<file path="src/rtl/bin_to_bcd_seq.sv">
// Sequential double-dabble binary-to-BCD converter, one input bit per clock.
// Also reports the number of significant decimal digits in the result.
module bin_to_bcd_seq #(
  parameter int BIN_W  = 32,
  parameter int DIGITS = 10
) (
  input  logic                  clk,
  input  logic                  rst_n,
  input  logic                  start,
  input  logic [BIN_W-1:0]      bin_in,
  output logic                  busy,
  output logic                  done,
  output logic [4*DIGITS-1:0]   bcd_out,
  output logic [3:0]            ndigits
);

  localparam int CNT_W = (BIN_W > 1) ? $clog2(BIN_W) : 1;
  localparam int BCD_W = 4 * DIGITS;

  typedef enum logic [1:0] {
    IDLE,
    SHIFT,
    DONE
  } state_t;

  state_t                   state_q, state_d;
  logic [CNT_W-1:0]         cnt_q;
  logic [BIN_W-1:0]         shift_q, shift_d;
  logic [BCD_W-1:0]         scratch_q, scratch_d, adjusted;
  logic [BCD_W+BIN_W-1:0]   combined;
  logic [BCD_W-1:0]         bcd_q;
  logic [3:0]               ndig_q, ndig_d;
  logic                     accept, last_step;

  // NOTE: every variable written here gets a default first, so no path can
  // leave one unassigned and infer a latch.
  always_comb begin
    state_d   = state_q;
    accept    = 1'b0;
    last_step = 1'b0;
    unique case (state_q)
      IDLE: begin
        if (start) begin
          accept  = 1'b1;
          state_d = SHIFT;
        end
      end
      SHIFT: begin
        if (cnt_q == '0) begin
          last_step = 1'b1;
          state_d   = DONE;
        end
      end
      DONE: begin
        accept  = start;
        state_d = start ? SHIFT : IDLE;
      end
      default: state_d = IDLE;
    endcase
  end

  // One double-dabble step: add-3 on every digit >= 5, then shift left 1.
  always_comb begin
    adjusted = '0;
    for (int k = 0; k < DIGITS; k++) begin
      adjusted[4*k +: 4] = (scratch_q[4*k +: 4] >= 4'd5) ? scratch_q[4*k +: 4] + 4'd3
                                                          : scratch_q[4*k +: 4];
    end
    combined  = {adjusted, shift_q} << 1;
    scratch_d = combined[BCD_W+BIN_W-1:BIN_W];
    shift_d   = combined[BIN_W-1:0];
  end

  always_comb begin
    ndig_d = 4'd1;
    for (int k = 0; k < DIGITS; k++) begin
      if (scratch_d[4*k +: 4] != 4'd0) ndig_d = 4'(k + 1);
    end
  end

  // NOTE: sequential state uses non-blocking assignments so every register
  // samples the pre-edge values, independent of statement order.
  always_ff @(posedge clk) begin
    if (!rst_n) begin
      state_q <= IDLE;
      cnt_q   <= '0;
      bcd_q   <= '0;
      ndig_q  <= 4'd1;
    end else begin
      state_q <= state_d;
      if (accept) begin
        cnt_q <= CNT_W'(BIN_W - 1);
      end else if (state_q == SHIFT && cnt_q != '0) begin
        cnt_q <= cnt_q - 1'b1;
      end
      if (last_step) begin
        bcd_q  <= scratch_d;
        ndig_q <= ndig_d;
      end
    end
  end

  // NOTE: the working registers carry no reset; they are always loaded on
  // acceptance before use and never reach the outputs directly.
  always_ff @(posedge clk) begin
    if (accept) begin
      shift_q   <= bin_in;
      scratch_q <= '0;
    end else if (state_q == SHIFT) begin
      shift_q   <= shift_d;
      scratch_q <= scratch_d;
    end
  end

  assign busy    = (state_q == SHIFT);
  assign done    = (state_q == DONE);
  assign bcd_out = bcd_q;
  assign ndigits = ndig_q;

endmodule

</file>
<file path="config.mk">
export PLATFORM = sky130hd
export DESIGN_NAME = bin_to_bcd_seq
export DESIGN_NICKNAME = d
export VERILOG_FILES = /design/src/rtl/bin_to_bcd_seq.sv
export SDC_FILE = /design/constraint.sdc
export NUM_CORES = 1
export LEC_CHECK = 0
export CAP_MARGIN = 20
export CORE_MARGIN = 3
export CORE_UTILIZATION = 30
export DETAILED_ROUTE_END_ITERATION = 10
export MAX_ROUTING_LAYER = met4
export PLACE_DENSITY = 0.59
export SETUP_SLACK_MARGIN = 0.5
export SLEW_MARGIN = 10
export SYNTH_ARGS = -nofsm -noshare
export SYNTH_HDL_FRONTEND = slang
export SYNTH_SLANG_ARGS = --single-unit
</file>
<file path="constraint.sdc">
create_clock -name clk -period 4.6 [get_ports clk]
set_input_delay 0.46 -clock clk [delete_from_list [all_inputs] [get_ports clk]]
set_output_delay 0.46 -clock clk [all_outputs]
set_load 0.02 [all_outputs]
</file>
==> results of run 1 <==
cell families (layout without fill, tap and decap cells):
family / Yosys count / count (layout) / synth area share [%]
simple gates: 156 / 156 / 14.3
compound gates: 140 / 140 / 16.2
flops: 123 / 123 / 50.4
buf+inv: 53 / 144 / 3.69
mux: 43 / 43 / 8.50
fa+ha+maj: 22 / 22 / 4.99
xor+xnor: 12 / 12 / 1.90
flip-flops by register name (all words and copies together) (netlist names):
name and count:
bcd_out 40, cnt_q 5, ndigits 4, scratch_q 40, shift_q 32, state_q 2
where the power goes:
group	internal, mW	leakage (nW)	switching, mW	total (mW)
clock network	0.827	0.288	0.466	1.29
registers	1.20	1.05	0.0384	1.24
logic	0.153	1.22	0.181	0.333
total	2.18	2.56	0.685	2.87
cells in the final DEF, fill, tap and decap left out, types with 17 or more instances in the layout:
cell type and count:
dfxtp_1 91, clkdlybuf4s50_1 80, nand2_1 68, a21oi_1 49, nor2_1 32, edfxtp_1 32, mux2_2 31, o21ai_0 26
inv_1 24, ha_1 22, a211oi_1 19, clkbuf_16 18, nor3b_1 17
synthesized netlist by cell type, types with 2 or more instances:
cell type   n  share of area [%]
dfxtp_1    91                 33
nand2_1    68                4.6
a21oi_1    49                4.4
edfxtp_1   32                 17
nor2_1     32                2.2
mux2_2     31                6.3
o21ai_0    26                2.4
inv_1      25                1.7
ha_1       22                5.0
clkbuf_1   20                1.4
a211oi_1   19                2.6
nor3b_1    17                2.3
mux2i_1    12                2.2
xnor2_1    11                1.7
a22o_1     10                1.6
nand2b_1   10                1.1
nor3_1     10               0.91
o22ai_1     9                1.0
a32o_1      8                1.5
o31ai_1     8                1.1
buf_1       5               0.34
and2_1      4               0.45
nor2b_1     4               0.45
a311oi_1    2               0.32
and4bb_2    2               0.45
nor4b_4     2               0.86
o21a_1      2               0.27
routing by layer:
layer	global-route usage (%)	part of all wire, %	up-vias
li1	-	-	2130
met4	6.21	1.6	0
met3	3.03	3.6	15
met5	-	0	-
met2	22.2	50	84
met1	15.7	45	2036
path summary, 6_finish.rpt:
kind,from,end
setup reg to reg,state_q[0]$_SDFFE_PN0P_,shift_q[30]$_DFFE_PP_
hold / removal,bcd_out[18]$_SDFFE_PN0P_,bcd_out[18]$_SDFFE_PN0P_
setup / recovery,state_q[1]$_SDFFE_PN0P_,busy
hold reg to reg,bcd_out[18]$_SDFFE_PN0P_,bcd_out[18]$_SDFFE_PN0P_
cell type report:
class | instances | area (um^2)
Multi-Input combinational cell | 373 | 2540
Timing Repair Buffer | 86 | 846
Inverter | 26 | 97.6
Tap cell | 225 | 282
Clock inverter | 7 | 62.6
Sequential cell | 123 | 2780
Clock buffer | 25 | 517
Fill cell | 1726 | 10500
worst max-delay path: cells and delay by family (launching register included):
kind / cells / cell delay (ns)
simple gates: 1 / 0.75
flops: 1 / 0.32
buf+inv: 3 / 1.25
==> summary.txt, run 1 <==
Req. time, crit path = 4.14 ns
Total grt overflow = 0
Fmax = 313 MHz
Arrival time at the worst endpoint = 2.74 ns
Root buffer cell = clkbuf_16
Final net count = 684
CTS tree = yes
DR WL/cell = 15.0 um
Initial antenna violation count = 0
Worst slew margin = 34.1%
Worst-Margin Slew = 0.986 ns
Slowest CP cell = nand2b_1
Clock insertion delay at the later pin of the skew report = 0.42 ns
Pleak = 2.56 nW
Area growth, synth to finish = 29.1%
Share of cells above drive strength 1 = 11.9%
Fin Setup TNS = 0 ns
CTS max path bufs = 2
Largest stage delay, worst path = 0.75 ns
Global-route wire length before repair = 21000 um
I/O Buffers = 80
Pwr Total = 2.87 mW
Max capacitance violation total = 0
Seq/Total Area, Yosys = 50.4%
IO Pins = 81
Netlist cell types = 45
Yosys warns = 0
Postcts setup bufs = 0
Routed vias/inst = 4.93
Vias in the first global route = 4239
Resized cells post-CTS = 0
Via count = 4265
CP Max Fanout = 30
VDD IR max = 0.253 mV
Syn Nets = 606
Gate Count Post-Synth = 549
Worst-path clk slew = 0.05 ns
EDFF count, synth = 32
Worst reg-to-reg path cell count = 6
Status = complete, no violations
Clk sink count = 123
Hold path depth = 2
HPWL Detailed = 8900 um
CTS Buf Count = 17
DRT Pass-1 Iters = 4
CP cell instances = nand2b_1 > clkinv_1 > buf_4 > clkdlybuf4s50_1
Crit path capture type = output pin
Hold_buf cts = 0
Post-route DRC = 0
Die H = 142 um
Placement Cell Area = 6550 um^2
WL final = 13000 um
R2R Setup Slk = 1.89 ns
Pwr/cell area = 402 nW/um^2
Final number of max-transition violations = 0
Mapped Area = 5520 um^2
Fin crit share = 69.5%
Crit start category = flop
FF+latch count, synth = 123
Final hold slack = 0.456 ns
Initial DRC Count = 278
Placed cells = 833
Hold Vio Cnt, Final = 0
Synth Area per Inst = 10.1 um^2
Clk_skew = 0.00978 ns
Die Area = 20100 um^2
Core area = 17700 um^2
Routability cong. = 0.797
CP Class = flop to output pin
Hold Crit Class = flop to flop
Starting density of the core = 31.3%
Pin count of the biggest net entering global routing = 60
Endpoints failing setup = 0
Die X = 142 um
Final WS setup = 1.40 ns
Tmin final = 3.20 ns
RSZ-0062 raised after global routing = no
Pre-CTS setup slack = 1.79 ns
CTS H-Tree Depth = 4
Top FF cell, synth = dfxtp_1
Asr flop ratio synth = 0%
Total GRT Usage = 13.5%
Final core utilization = 40.4%
Post-route design area = 7130 um^2
Post-DRT Antenna Nets = 0
Row count = 48
Finished Layout Cells = 865
# diodes = 0
Power figures use the tool's default switching activity.
==> run 2: changes to the inputs <==
- clock period: 4.6 -> 3 ns (I/O delays scaled with it)
==> run 2 against run 1 <==
Against the previous run:
- sequential cell count unchanged
- wire length down 0.49%
- die area unchanged
- core utilization up 0.15 points
- critical path type unchanged
- non-clock buffer count rose by 3
- via count down 0.49%
- register-to-register slack worse by 1.2 ns
- global-route usage is 0.37 points higher
- critical endpoint unchanged
==> summary.txt, run 2 (synthesis results as in run 1) <==
Row count = 48
Fin Setup TNS = 0 ns
Max capacitance violation total = 0
Endpoints failing setup = 0
Status = complete, no violations
# diodes = 0
Critical path's top delay family = buffers and inverters
Leading cell type in the layout, fill and taps excluded = dfxtp_1
Crit start category = flop
Post-route DRC = 0
Hold_buf cts = 0
Finished Layout Cells = 868
Pin count of the biggest net entering global routing = 60
Vias in the first global route = 4510
Share of cells above drive strength 1 = 12.4%
Routability cong. = 0.783
Worst-path clk slew = 0.05 ns
CP cell instances = nand2b_1 > clkinv_1 > buf_6 > buf_4 > clkdlybuf4s50_1
Starting density of the core = 31.3%
Postcts setup bufs = 0
Final hold slack = 0.451 ns
Post-route design area = 7160 um^2
Clk sink count = 123
CP Class = flop to output pin
Routed vias/inst = 4.89
HPWL Detailed = 8970 um
Final number of max-transition violations = 0
Via count = 4244
Total grt overflow = 0
I/O Buffers = 80
Worst slew margin = 43.2%
CTS tree = yes
IO Pins = 81
DRT Pass-1 Iters = 4
Crit path buf inv count = 4
Area growth, synth to finish = 29.6%
R2R Setup Slk = 0.74 ns
Sequential Area = 2780 um^2
Clock insertion delay at the later pin of the skew report = 0.41 ns
Pwr/cell area = 601 nW/um^2
Root buffer cell = clkbuf_16
Die X = 142 um
Most frequent cells in the layout = 91 x dfxtp_1, 80 x clkdlybuf4s50_1, 68 x nand2_1
Pleak = 2.58 nW
Hold Crit Class = flop to flop
Die H = 142 um
Slowest CP cell = clkdlybuf4s50_1
CP Max Fanout = 22
Fmax = 428 MHz
Req. time, crit path = 2.70 ns
Global-route wire length before repair = 21600 um
CTS max path bufs = 2
Total GRT Usage = 13.9%
Worst-Margin Slew = 0.850 ns
DR WL/cell = 14.9 um
Final net count = 687
Placed cells = 836
WL final = 12900 um
Arrival time at the worst endpoint = 2.04 ns
Core area = 17700 um^2
Post-DRT Antenna Nets = 0
VDD IR max = 0.438 mV
RSZ-0062 raised after global routing = no
FILL cells = 1716
Initial DRC Count = 216
Clk_skew = 0.0106 ns
Multi-input gate area = 2550 um^2
Tmin final = 2.34 ns
Largest stage delay, worst path = 0.63 ns
CTS H-Tree Depth = 4
Fin crit share = 77.9%
Hold Vio Cnt, Final = 0
Die Area = 20100 um^2
Initial antenna violation count = 0
Crit path capture type = output pin
CTS Buf Count = 17
Placement Cell Area = 6600 um^2
## run 2: cell count changes in the layout (fill, tap and decap cells not counted)
cell,previous run,this run
buf_6,0,1
clkinvlp_4,1,0
nor4b_2,0,1
clkbuf_8,4,3
clkinv_2,5,8
buf_12,0,2
nor4b_1,1,0
clkbuf_16,18,17
## run 2: timing repair
action / CTS / global route
gates resized for setup: 0 / 2
endpoints found under the setup margin: 0 / 2
hold endpoints to repair: 0 / 0
## run 2: power by group
part | internal (mW) | leakage (nW) | total (mW) | switching [mW]
Sequential | 1.84 | 1.05 | 1.90 | 0.0557
Clock | 1.19 | 0.280 | 1.88 | 0.690
Combinational | 0.246 | 1.25 | 0.525 | 0.279
Total | 3.28 | 2.58 | 4.30 | 1.03
## run 2: metrics by stage
step	total power, mW	util (%)	setup WS (ns)
after global placement	2.44	37.4	0.816
after global routing	4.50	40.5	0.506
after floorplan	2.26	-	0.517
after CTS	4.36	40.5	0.547
final	4.30	40.5	0.664
after detailed placement	2.46	37.4	0.765
## run 2: per-layer routing
metal | vias to the layer above | wire length [um] | GRT usage [%]
li1 | 2125 | - | -
met1 | 2009 | 5630 | 15.8
met2 | 85 | 6530 | 23.2
met3 | 25 | 421 | 3.30
met4 | 0 | 342 | 6.11
met5 | - | 0 | -
## run 2: tightest hold or removal path, stage by stage (launching register included)
cell and delay (ns):
dfxtp_1 0.30, nand2_1 0.05, a21oi_1 0.05
## run 2: layout make-up
cell class / instances / share of cell area [%]
clock buffer: 23 / 6.68
clock inverter: 9 / 0.979
inverter: 26 / 1.36
multi-input combinational: 373 / 35.6
sequential: 123 / 38.9
tap: 225 / 3.93
timing repair buffer: 89 / 12.5
## run 2: worst paths after layout
path / end / from / depth (start not counted)
setup / recovery: busy / state_q[0]$_SDFFE_PN0P_ / 5
hold / removal: bcd_out[29]$_SDFFE_PN0P_ / bcd_out[29]$_SDFFE_PN0P_ / 2
setup reg to reg: ndigits[1]$_SDFFE_PN0P_ / scratch_q[29]$_SDFFE_PP0P_ / 9
hold reg to reg: bcd_out[29]$_SDFFE_PN0P_ / bcd_out[29]$_SDFFE_PN0P_ / 2
==> run 3: changes to the inputs <==
- clock period: 3 -> 2.38 ns (I/O delays scaled with it)
==> run 3 against run 2 <==
Against the previous run:
- register-to-register slack worse by 0.36 ns
- clock power is 36% higher
- critical path type is now flop to flop
- critical path depth is 6 higher
- largest cell class is now multi-input combinational cells
- design area is 9.7% higher
- non-clock buffer count is 35 higher
- final cell count is 4.0% higher
- total power is 32% higher
- setup slack worse by 0.29 ns
- global-route usage is 0.84 points higher
==> summary.txt, run 3 (synthesis results as in run 1) <==
Status = complete, no violations
Pwr/cell area = 721 nW/um^2
Hold Crit Class = flop to flop
Hold Vio Cnt, Final = 0
Pleak = 2.79 nW
Req. time, crit path = 2.73 ns
Switching share of power = 24.3%
Initial DRC Count = 268
Pre-CTS setup slack = 0.132 ns
R2R Setup Slk = 0.38 ns
Clock insertion delay at the later pin of the skew report = 0.42 ns
Clk sink count = 123
Crit path capture type = flop
Final hold slack = 0.450 ns
CTS H-Tree Depth = 4
Endpoints failing setup = 0
Crit start category = flop
Initial antenna violation count = 0
Fmax = 499 MHz
Hold_buf cts = 0
Final number of max-transition violations = 0
WL final = 14200 um
CTS Buf Count = 17
Global-route wire length before repair = 22600 um
Die X = 142 um
Share of cells above drive strength 1 = 28.6%
Worst-path clk slew = 0.05 ns
DRT met1 WL = 6340 um
Most frequent cells in the layout = 79 x clkdlybuf4s50_1, 78 x dfxtp_1, 68 x nand2_1
Finished Layout Cells = 903
Multi-input gate area = 2900 um^2
Die Area = 20100 um^2
I/O Buffers = 80
Arrival time at the worst endpoint = 2.35 ns
Fin crit share = 84.2%
Pin count of the biggest net entering global routing = 60
Worst slew margin = 67.1%
CTS max path bufs = 2
Total GRT Usage = 14.7%
Root buffer cell = clkbuf_16
Die H = 142 um
VDD IR max = 0.425 mV
Area growth, synth to finish = 42.2%
Post-route DRC = 0
Post-DRT Antenna Nets = 0
Routed wl met3 = 504 um
Leading cell type in the layout, fill and taps excluded = clkdlybuf4s50_1
CP Class = flop to flop
CTS tree = yes
IO Pins = 81
Part of the power in registers = 42.3%
Vias in the first global route = 4487
Clk_skew = 0.00782 ns
RSZ-0062 raised after global routing = yes
Final WS setup = 0.376 ns
CP Max Fanout = 4
# diodes = 0
Routed vias/inst = 4.91
WL met2 = 7100 um
Routability cong. = 0.771
Switching power = 1.38 mW
Worst-Margin Slew = 0.490 ns
Max capacitance violation total = 0
Combinational fraction of design power = 12.8%
Via count = 4438
DR WL/cell = 15.8 um
Top Layer Used = met4
Total grt overflow = 0
Row count = 48
Part of the power in the clock network = 45.0%
Placed cells = 841
Core area = 17700 um^2
FILL cells = 1646
Int Power = 4.29 mW
Fin Setup TNS = 0 ns
HPWL Detailed = 9370 um
Starting density of the core = 31.3%
DRT Pass-1 Iters = 4
Final net count = 722
Tmin final = 2.00 ns
Sequential Area = 2800 um^2
-- run 3: final timing paths --
check | to | from | cells after the start
max | ndigits[2]$_SDFFE_PN0P_ | scratch_q[33]$_SDFFE_PP0P_ | 11
min | bcd_out[17]$_SDFFE_PN0P_ | bcd_out[17]$_SDFFE_PN0P_ | 2
max reg2reg | ndigits[2]$_SDFFE_PN0P_ | scratch_q[33]$_SDFFE_PP0P_ | 11
min reg2reg | bcd_out[17]$_SDFFE_PN0P_ | bcd_out[17]$_SDFFE_PN0P_ | 2
-- run 3: timing repair --
item / in CTS / in global routing
setup endpoints to repair: 20 / 70
resized for setup: 55 / 29
gates cloned: 0 / 0
setup buffers: 18 / 12
pin swaps: 15 / 12
-- run 3: cell type report --
type	count	share of cell area, %
clock buffer	17	5.42
clock inverter	15	1.98
inverter	26	1.34
multi-input combinational	373	37.0
sequential	123	35.7
tap	225	3.59
timing repair buffer	124	15.0
-- run 3: power groups by stage --
stage          sequential (mW)  combinational [mW]  clock (mW)
4_1_cts                   2.40               0.708        2.60
5_1_grt                   2.41               0.788        2.70
6_report                  2.39               0.722        2.55
2_1_floorplan             2.45               0.407           0
3_3_place_gp              2.43               0.657           0
3_5_place_dp              2.44               0.679           0
-- run 3: metal layers --
layer,up-vias,track usage (%)
met5,-,-
met2,80,23.6
met1,2137,17.4
li1,2203,-
met3,18,3.94
met4,0,6.26
-- run 3: critical path, stage by stage, from the launching register on --
cell	delay (ns)
dfxtp_2	0.35
inv_4	0.06
ha_4	0.15
nand2b_4	0.14
a21oi_4	0.16
buf_4	0.15
xnor2_2	0.08
and4bb_2	0.34
buf_4	0.12
nand3_2	0.06
a41o_1	0.23
a21oi_2	0.11
-- run 3: stage by stage --
stage / util, % / instance area (um^2) / power [mW]
2_1_floorplan: - / 5640 / 2.85
3_3_place_gp: 38.2 / 6750 / 3.09
3_5_place_dp: 38.2 / 6750 / 3.12
4_1_cts: 43.3 / 7650 / 5.71
5_1_grt: 44.5 / 7850 / 5.90
6_report: 44.5 / 7850 / 5.66
